===== config.mk =====
export PLATFORM = sky130hd
export DESIGN_NAME = muldiv_unit
export DESIGN_NICKNAME = d
export VERILOG_FILES = /design/src/rtl/muldiv_unit.sv
export SDC_FILE = /design/constraint.sdc
export NUM_CORES = 1
export LEC_CHECK = 0
export ABC_AREA = 0
export BUFFER_PORTS_ARGS = -buffer_cell sky130_fd_sc_hd__buf_2
export CAP_MARGIN = 20
export CORE_UTILIZATION = 55
export CTS_CLUSTER_DIAMETER = 80
export DETAILED_ROUTE_END_ITERATION = 7
export HOLD_SLACK_MARGIN = 0.08
export PLACE_DENSITY_LB_ADDON = 0.08
export SYNTH_ARGS = -nofsm -noshare
export SYNTH_HDL_FRONTEND = slang
export SYNTH_SLANG_ARGS = --single-unit

===== constraint.sdc =====
create_clock -name clock -period 13.75 [get_ports clock]
set_clock_uncertainty 0.2 [all_clocks]
set_input_delay 2.0625 -clock clock [delete_from_list [all_inputs] [get_ports clock]]
set_output_delay 2.0625 -clock clock [all_outputs]
set_load 0.05 [all_outputs]

===== src/rtl/muldiv_unit.sv =====
// muldiv_unit: multi-cycle signed/unsigned multiply/divide unit owning the HI/LO registers
module muldiv_unit #(
    parameter int WIDTH = 32,
    localparam int CNT_W = $clog2(WIDTH + 1)
) (
    input  logic             clock,
    input  logic             reset,
    input  logic             start,
    input  logic [2:0]       op,
    input  logic [WIDTH-1:0] a,
    input  logic [WIDTH-1:0] b,
    output logic             busy,
    output logic             done,
    output logic             div0,
    output logic [WIDTH-1:0] hi,
    output logic [WIDTH-1:0] lo
);
    typedef enum logic [1:0] {IDLE, RUN, FIN} state_t;

    state_t               state, state_nx;
    logic [CNT_W-1:0]     cnt;
    logic [2*WIDTH-1:0]   p;
    logic [WIDTH-1:0]     m;
    logic                 is_div, neg_q, neg_r, bz;
    logic                 accept, mt;
    logic [WIDTH-1:0]     ma, mb;
    logic [WIDTH:0]       sum, t, diff;
    logic [2*WIDTH-1:0]   p_mul, p_div, res_mul;
    logic [WIDTH-1:0]     q_fin, r_fin;

    assign busy = state != IDLE;

    // next state plus the combinational pieces of one shift-add / restoring-divide iteration
    always_comb begin
        accept   = start && state == IDLE && !op[2];
        mt       = start && state == IDLE && op[2:1] == 2'b10;
        state_nx = accept ? RUN : (state == RUN && cnt == CNT_W'(1)) ? FIN : state == FIN ? IDLE : state;
        ma       = (!op[0] && a[WIDTH-1]) ? -a : a;
        mb       = (!op[0] && b[WIDTH-1]) ? -b : b;
        sum      = {1'b0, p[2*WIDTH-1:WIDTH]} + (p[0] ? {1'b0, m} : '0);
        p_mul    = {sum, p[WIDTH-1:1]};
        t        = {p[2*WIDTH-1:WIDTH], p[WIDTH-1]};
        diff     = t - {1'b0, m};
        p_div    = diff[WIDTH] ? {t[WIDTH-1:0], p[WIDTH-2:0], 1'b0} : {diff[WIDTH-1:0], p[WIDTH-2:0], 1'b1};
        res_mul  = neg_q ? -p : p;
        q_fin    = neg_q ? -p[WIDTH-1:0] : p[WIDTH-1:0];
        r_fin    = neg_r ? -p[2*WIDTH-1:WIDTH] : p[2*WIDTH-1:WIDTH];
    end

    // state register
    always_ff @(posedge clock or posedge reset) begin
        if (reset) state <= IDLE;
        else       state <= state_nx;
    end

    // operand latch, iteration datapath and HI/LO write-back
    always_ff @(posedge clock or posedge reset) begin
        if (reset) begin
            cnt    <= '0;
            p      <= '0;
            m      <= '0;
            is_div <= 1'b0;
            neg_q  <= 1'b0;
            neg_r  <= 1'b0;
            bz     <= 1'b0;
            hi     <= '0;
            lo     <= '0;
            done   <= 1'b0;
            div0   <= 1'b0;
        end else begin
            done <= 1'b0;
            div0 <= 1'b0;
            if (accept) begin
                p      <= op[1] ? {{WIDTH{1'b0}}, ma} : {{WIDTH{1'b0}}, mb};
                m      <= op[1] ? mb : ma;
                cnt    <= CNT_W'(WIDTH);
                is_div <= op[1];
                neg_q  <= !op[0] && (a[WIDTH-1] ^ b[WIDTH-1]) && |b;
                neg_r  <= !op[0] && a[WIDTH-1];
                bz     <= b == '0;
            end
            if (mt) begin
                if (op[0]) lo <= a;
                else       hi <= a;
                done <= 1'b1;
            end
            if (state == RUN) begin
                p   <= is_div ? p_div : p_mul;
                cnt <= cnt - 1'b1;
            end
            if (state == FIN) begin
                hi   <= is_div ? r_fin : res_mul[2*WIDTH-1:WIDTH];
                lo   <= is_div ? q_fin : res_mul[WIDTH-1:0];
                done <= 1'b1;
                div0 <= is_div && bz;
            end
        end
    end
endmodule


==> Yosys cells after proc, flatten, opt, wreduce, memory -nomap -nowiden <==
Cells that the tools add are included.
{ "word_totals": {"output_inout_bits": 67, "input_bits": 70, "ff_bits": 174, "word_cells": 75} }
{ "classes": {"n_eq_ne": 5, "bitwise_logic": 1, "muxes": 28, "addsub": 8, "reduce_logical": 21} }
{ "ops": {"columns": ["op", "n"], "rows": [
  ["32-bit two-way mux", 15],
  ["64-bit two-way mux", 5],
  ["32-bit negation", 4],
  ["64-bit negation", 1],
  ["32-bit by 32-bit adder with 33-bit output", 1],
  ["33-bit by 32-bit subtractor with 33-bit output", 1],
  ["32-bit logical NOT", 1],
  ["32-bit OR reduction", 1],
  ["6-bit two-way mux", 2],
  ["1-bit logical AND", 9],
  ["2-bit nonzero test", 4],
  ["6-bit by 1-bit equality test with 1-bit output, second input constant", 1],
  ["2-bit two-way mux", 3],
  ["6-bit by 1-bit subtractor with 6-bit output, second input constant", 1],
  ["2-bit equality test, second input constant", 2],
  ["2-bit AND reduction", 2],
  ["1-bit two-way mux", 3],
  ["3-bit nonzero test", 1],
  ["2-bit by 1-bit equality test with 1-bit output, second input constant", 1],
  ["1-bit logical NOT", 2],
  ["2-bit logical NOT", 1],
  ["2-bit by 1-bit != test with 1-bit output, second input constant", 1],
  ["1-bit bitwise XOR", 1]
]} }

==> Depth between registers and ports, before layout <==
Gate-level depths: netlist of run 1.
{ "depth": {"ltp_word": 6, "depth_mapped": 14, "mapped_depth_nobuf": 13} }

==> Worst setup path before layout of run 1 <==
No wires, ideal clock.
{ "synth_timing": {"kind": "input-to-reg", "startpoint": "input b[13]", "endpoint": "register p[26]", "t_arrival_ps": 4060, "setup_time_ps": 131, "setup_slack_ps": 9359, "required_ps": 13419, "cell_stages": 9, "path_buffers": 0, "cell_sequence": "or4_1 > or4_1 > nor4_1 > and2_1 > a21oi_1 > xor2_1 > o21ai_1 > a21o_1 > o21ai_1"} }
{ "synth_between": {"elab_chain_cells": 5} }
{ "synth_rtl": {"columns": ["item", "line_no", "rtl"], "rows": [
  ["start: declaration", "11", "input logic [WIDTH-1:0] b,"],
  ["32-bit negation", "39", "mb = (!op[0] && b[WIDTH-1]) ? -b : b;"],
  ["32-bit two-way mux", "39", null],
  ["32-bit two-way mux", "74", "p <= op[1] ? {{WIDTH{1'b0}}, ma} : {{WIDTH{1'b0}}, mb};"],
  ["64-bit two-way mux", "73", "if (accept) begin"],
  ["64-bit two-way mux", "87", "if (state == RUN) begin"],
  ["end signal: assignment", "74", null],
  ["end signal: assignment", "88", "p <= is_div ? p_div : p_mul;"],
  ["end: declaration", "22", "logic [2*WIDTH-1:0] p;"]
]} }
No other way between the ends. The select of a mux whose other input is x is not followed.
A chain may end at the register's enable or synchronous reset.

==> Final worst setup path of run 1 <==
{ "layout_timing": {"startpoint": "register p[31]", "endpoint": "register p[51]"} }
{ "layout_between": {"elab_chain_cells": 4} }
{ "layout_rtl": {"columns": ["item", "line_no", "rtl"], "rows": [
  ["33-bit by 32-bit subtractor with 33-bit output", "43", "diff = t - {1'b0, m};"],
  ["64-bit two-way mux", "44", "p_div = diff[WIDTH] ? {t[WIDTH-1:0], p[WIDTH-2:0], 1'b0} : {diff[WIDTH-1:0], p[WIDTH-2:0], 1'b1};"],
  ["64-bit two-way mux", "88", null],
  ["64-bit two-way mux", "87", null]
]} }
No other way between the ends.

==> results of run 1 <==
final cells by class:
cell class,count,area [sq um],share of cell area
Sequential cell,174,4360,0.264
Timing Repair Buffer,156,843,0.0512
Inverter,67,256,0.0156
Clock inverter,13,143,0.00866
Multi-Input combinational cell,1555,10000,0.608
Clock buffer,18,429,0.0260
Tap cell,341,427,0.0259
state kept, by name, summed over array words and instances (netlist names):
name / flops
p: 64
hi: 32
lo: 32
m: 32
cnt: 6
state: 2
bz: 1
div0: 1
done: 1
is_div: 1
neg_q: 1
neg_r: 1
through the flow:
stage	setup slack, ns	cell area [sq um]	util
global placement	8.82	15900	0.591
detailed placement	8.80	15900	0.591
finish	9.02	16500	0.613
CTS	9.15	16500	0.612
global route	8.70	16500	0.613
floorplan	6.77	15100	-
power by group through the flow:
stage	logic, mW	registers, mW	clock network [mW]
floorplan	2.15	1.30	0
global placement	3.12	1.11	0
detailed placement	3.16	1.12	0
CTS	3.18	1.11	0.496
global route	3.53	1.15	0.516
finish	3.22	1.13	0.494
per-layer routing:
layer / vias to the layer above / track usage / wire [um]
met5: - / 0 / 0
met4: 0 / 0.130 / 1660
met3: 103 / 0.0700 / 5120
met2: 822 / 0.574 / 22700
met1: 7318 / 0.544 / 23400
li1: 7002 / - / -
worst paths after layout:
kind                                      endpoint
worst max-delay path             p[51]$_DFFE_PP0P_
worst min-delay path                bz$_DFFE_PP0P_
worst max register to register   p[51]$_DFFE_PP0P_
worst min register to register      bz$_DFFE_PP0P_
max in group asynchronous       is_div$_DFFE_PP0P_
min in group asynchronous        p[37]$_DFFE_PP0P_
critical path: cells and delay by family, from the launching register on:
| family | cells | cell delay [ns] |
|---|---|---|
| compound gates | 5 | 1.36 |
| fa+ha+maj | 2 | 0.69 |
| buf+inv | 2 | 0.62 |
| flops | 1 | 0.43 |
| simple gates | 4 | 1.37 |
cells in the mapped netlist, types with 6 or more instances:
library cell  instances  area (sq um)
mux2i_1              94           941
a22oi_1              20           150
a21oi_1             147           736
buf_1                16          60.1
o211ai_1             37           278
a31oi_1              28           175
nor2b_1              21           131
nor2_1              166           623
o21a_1                8          60.1
nand3_1              26           130
a211oi_1             43           323
or3_1                13          81.3
xnor2_1              88           771
nor4_1               16           100
xor2_1               79           692
ha_1                 70           876
and3_1               10          62.6
nor3_1               33           165
or2_2                 8          50.1
o21ai_0             187           936
o41ai_1              13           114
inv_1                67           251
o31ai_1              17           128
dfrtp_1             174          4350
a21o_1               29           218
nand2_1             223           837
nand4_1              14          87.6
o31a_1                8          70.1
o21ai_1              39           195
nor3b_1               7          52.6
clkbuf_1             83           312
nand2b_1             13          81.3
o21bai_1              6          45.0
or4_1                14           105
buf_2                13          65.1
logic make-up (layout without fill, tap and decap cells):
| family | count (synthesis) | count (layout) | share of synthesized area |
|---|---|---|---|
| adder cells (fa/ha/maj) | 72 | 72 | 0.0608 |
| buffers and inverters | 184 | 254 | 0.0481 |
| AO/OA/AOI/OAI | 623 | 623 | 0.253 |
| AND/OR/NAND/NOR | 594 | 594 | 0.186 |
| XOR/XNOR | 167 | 167 | 0.0971 |
| flip-flops | 174 | 174 | 0.289 |
| multiplexers | 99 | 99 | 0.0662 |
==> metrics.md, run 1 <==
| Metric | Value |
|---|---|
| DRC | `1` |
| Hold path depth | `2` |
| Die ar. | `28,000 sq um` |
| Via count | `15.2k` |
| Number of distinct library cells after synthesis | `80` |
| # nets final | `2,113` |
| Synthesized net count | `2,055` |
| Final HPWL DP | `39,200 um` |
| Worst path required time | `13.94 ns` |
| Max Clock Freq | `212 MHz` |
| Gates resized, CTS repair | `0` |
| Crit start category | `flop` |
| Switching share of total power | `0.546` |
| Worst-path maximum fanout | `38` |
| Cell Area, Synth | `15,100 sq um` |
| Main flop type after synthesis | `dfrtp_1` |
| Avg Synthesized Cell Area | `7.87 sq um` |
| First-pass GRT wire length | `81,600 um` |
| Largest net degree at the start of global routing | `120` |
| Status | `complete, but fails checks` |
| Vias in the first global route | `13.9k` |
| Mapped Cells | `1,913` |
| Internal power | `2.20 mW` |
| Post-synth EDFFs | `0` |
| Max-slew headroom | `0.256` |
| Share of cells above drive strength 1 | `0.112` |
| Crit path time final | `4.73 ns` |
| Initial DRC Count | `1,710` |
| Initial Utilization | `0.560` |
| Max clock buf depth | `2` |
| GP Congestion | `0.940` |
| Fin crit share | `0.344` |
| Reg clk slew, reported paths | `0.07 ns` |
| Most frequent cells in the layout | `223 x nand2_1, 187 x o21ai_0, 173 x dfrtp_1` |
| Area Growth Syn to Fin | `9.39%` |
| Io pins | `137` |
| Cell count after placement | `2,292` |
| Buffers on Ports | `136` |
| Htree depth | `4` |
| Vias per cell | `6.56` |
| FF-to-FF Start | `p[31]$_DFFE_PP0P_` |
| Post-Route Setup TNS | `0 ns` |
| Hold WS | `0.278 ns` |
| Critical path arrival | `4.91 ns` |
| Final setup fails | `0` |
| Pwr per Cell Area | `294 nW/um^2` |
| Placement Rows | `60` |
| Fin. Hold Viols | `0` |
| Leak | `7.13 nW` |
| Crit-path max cell delay | `0.69 ns` |
| Final Max Tran Viols | `0` |
| Worst Reg-to-Reg Cells | `13` |
| Pre-Repair DR Iteration Count | `8` |
| Die height | `167 um` |
| Maxcap violations | `0` |
| Slowest CP cell | `a211oi_1` |
| Worst Setup Path Type | `flop to flop` |
| Post-CTS Hold Buffers | `0` |
| Initial antenna violation count | `1` |
| Grt ovf | `0` |
| Wirelength per Cell | `22.7 um` |
| CTS buffer count | `17` |
| Yosys Warn Count | `0` |
| Yosys reg bits | `174` |
| R2R Setup Slk | `9.02 ns` |
| Most common cell after layout, fill and taps aside | `nand2_1` |
| # fillers | `2,387` |
| Total GRT Usage | `0.380` |
| Worst min path class | `flop to flop` |
| Non-Filler Instances | `2,324` |
| Hold Crit Start | `bz$_DFFE_PP0P_` |
| Seq/Total Area, Yosys | `0.289` |
| Worst-margin pin slew | `1.11 ns` |
| FFs w/ async S/R, synth | `1.00` |
| Flop pwr share | `0.232` |
| CTS root buf | `clkbuf_16` |
| Core box area | `26,900 sq um` |
| Post-CTS Setup Bufs | `0` |
| Final ANT Viol Nets | `0` |
| VDD IR-drop max | `0.228 mV` |
| Total power | `4.84 mW` |
| # clock sinks | `174` |
| Sw Pwr | `2.64 mW` |
| Worst Setup End Kind | `flop` |
| RSZ-0062 raised after global routing | `false` |
| Cell Chain, Critical Path | `inv_1 -> ha_1 -> fa_1 -> nor2b_1 -> o31a_1 -> o21ai_1 -> a211oi_1 -> or4_1 -> nand4_1 -> buf_4 -> or2_2 -> o21ai_0 -> a221o_1` |
| Die Wd | `167 um` |
| Failing checks | `design-rule violations` |
| Total wire length | `52,800 um` |
| CTS tree | `done` |
| Combinational cell fraction of total power | `0.666` |
| Worst-Skew Late Latency | `0.45 ns` |
| Power share of the clock group | `0.102` |
| Worst Setup SP | `p[31]$_DFFE_PP0P_` |
| N_diodes | `0` |
Power figures use the tool's default switching activity.
==> inputs of run 2 (changes only) <==
==> constraint.sdc (replaced) <==
create_clock -name clock -period 4.38 [get_ports clock]
set_clock_uncertainty 0.2 [all_clocks]
set_input_delay 0.657 -clock clock [delete_from_list [all_inputs] [get_ports clock]]
set_output_delay 0.657 -clock clock [all_outputs]
set_load 0.05 [all_outputs]
==> metrics.md, run 2 (synthesis results as in run 1) <==
| Metric | Value |
|---|---|
| DRC | `0 (was 1)` |
| Status | `completed (was complete, but fails checks)` |
| # clock sinks | `174 (unchanged)` |
| Share of cells above drive strength 1 | `0.122 (was 0.112)` |
| Final ANT Viol Nets | `0 (unchanged)` |
| Io pins | `137 (unchanged)` |
| Final HPWL DP | `41,200 um (was 39,200 um)` |
| Via count | `15.2k (about the same)` |
| Buffers on Ports | `136 (unchanged)` |
| Initial DRC Count | `1,654 (was 1,710)` |
| Initial Utilization | `0.560 (unchanged)` |
| Pwr per Cell Area | `934 nW/um^2 (was 294 nW/um^2)` |
| Worst setup path endpoint | `p[60]$_DFFE_PP0P_ (was p[51]$_DFFE_PP0P_)` |
| Htree depth | `4 (unchanged)` |
| Worst Setup SP | `p[0]$_DFFE_PP0P_ (was p[31]$_DFFE_PP0P_)` |
| Register area | `4360 sq um (unchanged)` |
| Worst Setup End Kind | `flop (unchanged)` |
| Final Cell Area | `16,700 sq um (was 16,500 sq um)` |
| Register bank with the most flops | `p (unchanged)` |
| Worst min path class | `flop to flop (unchanged)` |
| Power share of the clock group | `0.104 (was 0.102)` |
| Final setup fails | `0 (unchanged)` |
| VDD IR-drop max | `0.649 mV (was 0.228 mV)` |
| FF-to-FF Start | `p[0]$_DFFE_PP0P_ (was p[31]$_DFFE_PP0P_)` |
| GP Congestion | `0.996 (was 0.940)` |
| Gates resized, CTS repair | `0 (unchanged)` |
| Total wire length | `54,100 um (was 52,800 um)` |
| Sw Pwr | `8.61 mW (was 2.64 mW)` |
| CTS root buf | `clkbuf_16 (unchanged)` |
| CTS tree | `done (unchanged)` |
| Max-slew headroom | `0.247 (was 0.256)` |
| Pre-Repair DR Iteration Count | `6 (was 8)` |
| Post-Route Utilization | `0.621 (was 0.613)` |
| Total GRT Usage | `0.389 (was 0.380)` |
| # nets final | `2,134 (was 2,113)` |
| Area Growth Syn to Fin | `10.8% (was 9.39%)` |
| Placed cell area | `16,100 sq um (was 15,900 sq um)` |
| Critical path arrival | `4.12 ns (was 4.91 ns)` |
| First-pass GRT wire length | `83,300 um (was 81,600 um)` |
| Worst-path maximum fanout | `22 (was 38)` |
| R2R Setup Slk | `0.40 ns (was 9.02 ns)` |
| Die ar. | `28,000 sq um (unchanged)` |
| Final Max Tran Viols | `0 (unchanged)` |
| RSZ-0062 raised after global routing | `false (unchanged)` |
| Flop pwr share | `0.220 (was 0.232)` |
| Crit path time final | `3.98 ns (was 4.73 ns)` |
| Max Clock Freq | `251 MHz (was 212 MHz)` |
| Worst path required time | `4.52 ns (was 13.94 ns)` |
| Worst Setup Path Type | `flop to flop (unchanged)` |
| Max clock buf depth | `2 (unchanged)` |
| Initial antenna violation count | `2 (was 1)` |
| Die height | `167 um (unchanged)` |
| Switching share of total power | `0.553 (was 0.546)` |
| Post-Route Setup TNS | `0 ns (unchanged)` |
| Hold WS | `0.284 ns (was 0.278 ns)` |
| R2R Path End | `p[60]$_DFFE_PP0P_ (was p[51]$_DFFE_PP0P_)` |
| Most frequent cells in the layout | `223 x nand2_1, 187 x o21ai_0, 173 x dfrtp_1 (unchanged)` |
| Largest net degree at the start of global routing | `101 (was 120)` |
| Vias per cell | `6.49 (was 6.56)` |
| Most common cell after layout, fill and taps aside | `nand2_1 (unchanged)` |
| Crit start category | `flop (unchanged)` |
| Leak | `7.26 nW (was 7.13 nW)` |
| CTS buffer count | `17 (unchanged)` |
| Area of the multi-input gates | `10,000 sq um (unchanged)` |
| Core box area | `26,900 sq um (unchanged)` |
| Worst-Skew Late Latency | `0.45 ns (about the same)` |
| N_diodes | `0 (unchanged)` |
| Combinational cell fraction of total power | `0.676 (was 0.666)` |
| Maxcap violations | `0 (unchanged)` |
| Max reg flops | `64 (unchanged)` |
| Internal power | `6.98 mW (was 2.20 mW)` |
| Reg clk slew, reported paths | `0.09 ns (was 0.07 ns)` |
| Die Wd | `167 um (unchanged)` |
| # fillers | `2,463 (was 2,387)` |
| Wirelength per Cell | `23.1 um (was 22.7 um)` |
| Fin. Hold Viols | `0 (unchanged)` |
| Worst Reg-to-Reg Cells | `12 (was 13)` |
| Fin crit share | `0.908 (was 0.344)` |
| Grt ovf | `0 (unchanged)` |
| Worst-margin pin slew | `1.13 ns (was 1.11 ns)` |
| Placement Rows | `60 (unchanged)` |
| Vias in the first global route | `14.2k (was 13.9k)` |
-- run 2: routing by layer --
| metal | wire, um | global-route usage | up-vias | share of wire |
|---|---|---|---|---|
| li1 | - | - | 7049 | - |
| met1 | 23100 | 0.530 | 7243 | 0.43 |
| met2 | 24000 | 0.611 | 805 | 0.44 |
| met3 | 4970 | 0.0676 | 122 | 0.092 |
| met4 | 2060 | 0.160 | 0 | 0.038 |
| met5 | 0 | 0 | - | 0 |
-- run 2: how the worst min path moves through the flow --
| stage | startpoint | endpoint | slack (ns) | cells past startpoint |
|---|---|---|---|---|
| after floorplan | bz$_DFFE_PP0P_ | bz$_DFFE_PP0P_ | 0.24 | 2 |
| after global placement | bz$_DFFE_PP0P_ | bz$_DFFE_PP0P_ | 0.26 | 2 |
| after detailed placement | bz$_DFFE_PP0P_ | bz$_DFFE_PP0P_ | 0.27 | 2 |
| after CTS | bz$_DFFE_PP0P_ | bz$_DFFE_PP0P_ | 0.29 | 2 |
| after global routing | bz$_DFFE_PP0P_ | bz$_DFFE_PP0P_ | 0.31 | 2 |
| final | bz$_DFFE_PP0P_ | bz$_DFFE_PP0P_ | 0.28 | 2 |
-- run 2: power by group through the flow --
stage / clock network, mW / registers [mW] / logic (mW)
3_5_place_dp: 0 / 3.39 / 10.3
4_1_cts: 1.63 / 3.36 / 10.4
2_1_floorplan: 0 / 4.10 / 6.76
5_1_grt: 1.69 / 3.49 / 11.5
3_3_place_gp: 0 / 3.36 / 10.3
6_report: 1.63 / 3.42 / 10.5
-- run 2: layout make-up --
class                   count  share of cell area
flip-flops and latches    174               0.261
well taps                 341              0.0256
clock inverters            15              0.0112
inverters                  67              0.0153
clock buffers              17              0.0255
multi-input cells        1555               0.601
repair buffers            177              0.0609
-- run 2: repair_timing --
item / CTS / global route
hold buffers: 1 / 0
setup buffers: 0 / 0
hold endpoints to repair: 10 / 0
endpoints found under the setup margin: 0 / 0
-- run 2: critical path, stage by stage, from the launching register on --
cell	delay, ns
dfrtp_1	0.46
inv_1	0.36
buf_4	0.35
nor2_1	0.07
ha_1	0.38
nand2_1	0.11
nor4_1	0.60
o21ai_0	0.18
o21ai_1	0.38
a41o_1	0.23
a21oi_1	0.09
and3_1	0.20
o31a_1	0.26
-- run 2: stage by stage --
stage	power (mW)	std cells	setup slack (ns)
after floorplan	10.9	1913	1.12
after global placement	13.6	2313	0.541
after detailed placement	13.7	2313	0.453
after CTS	15.4	2346	0.465
after global routing	16.6	2346	0.0754
final	15.6	2346	0.403
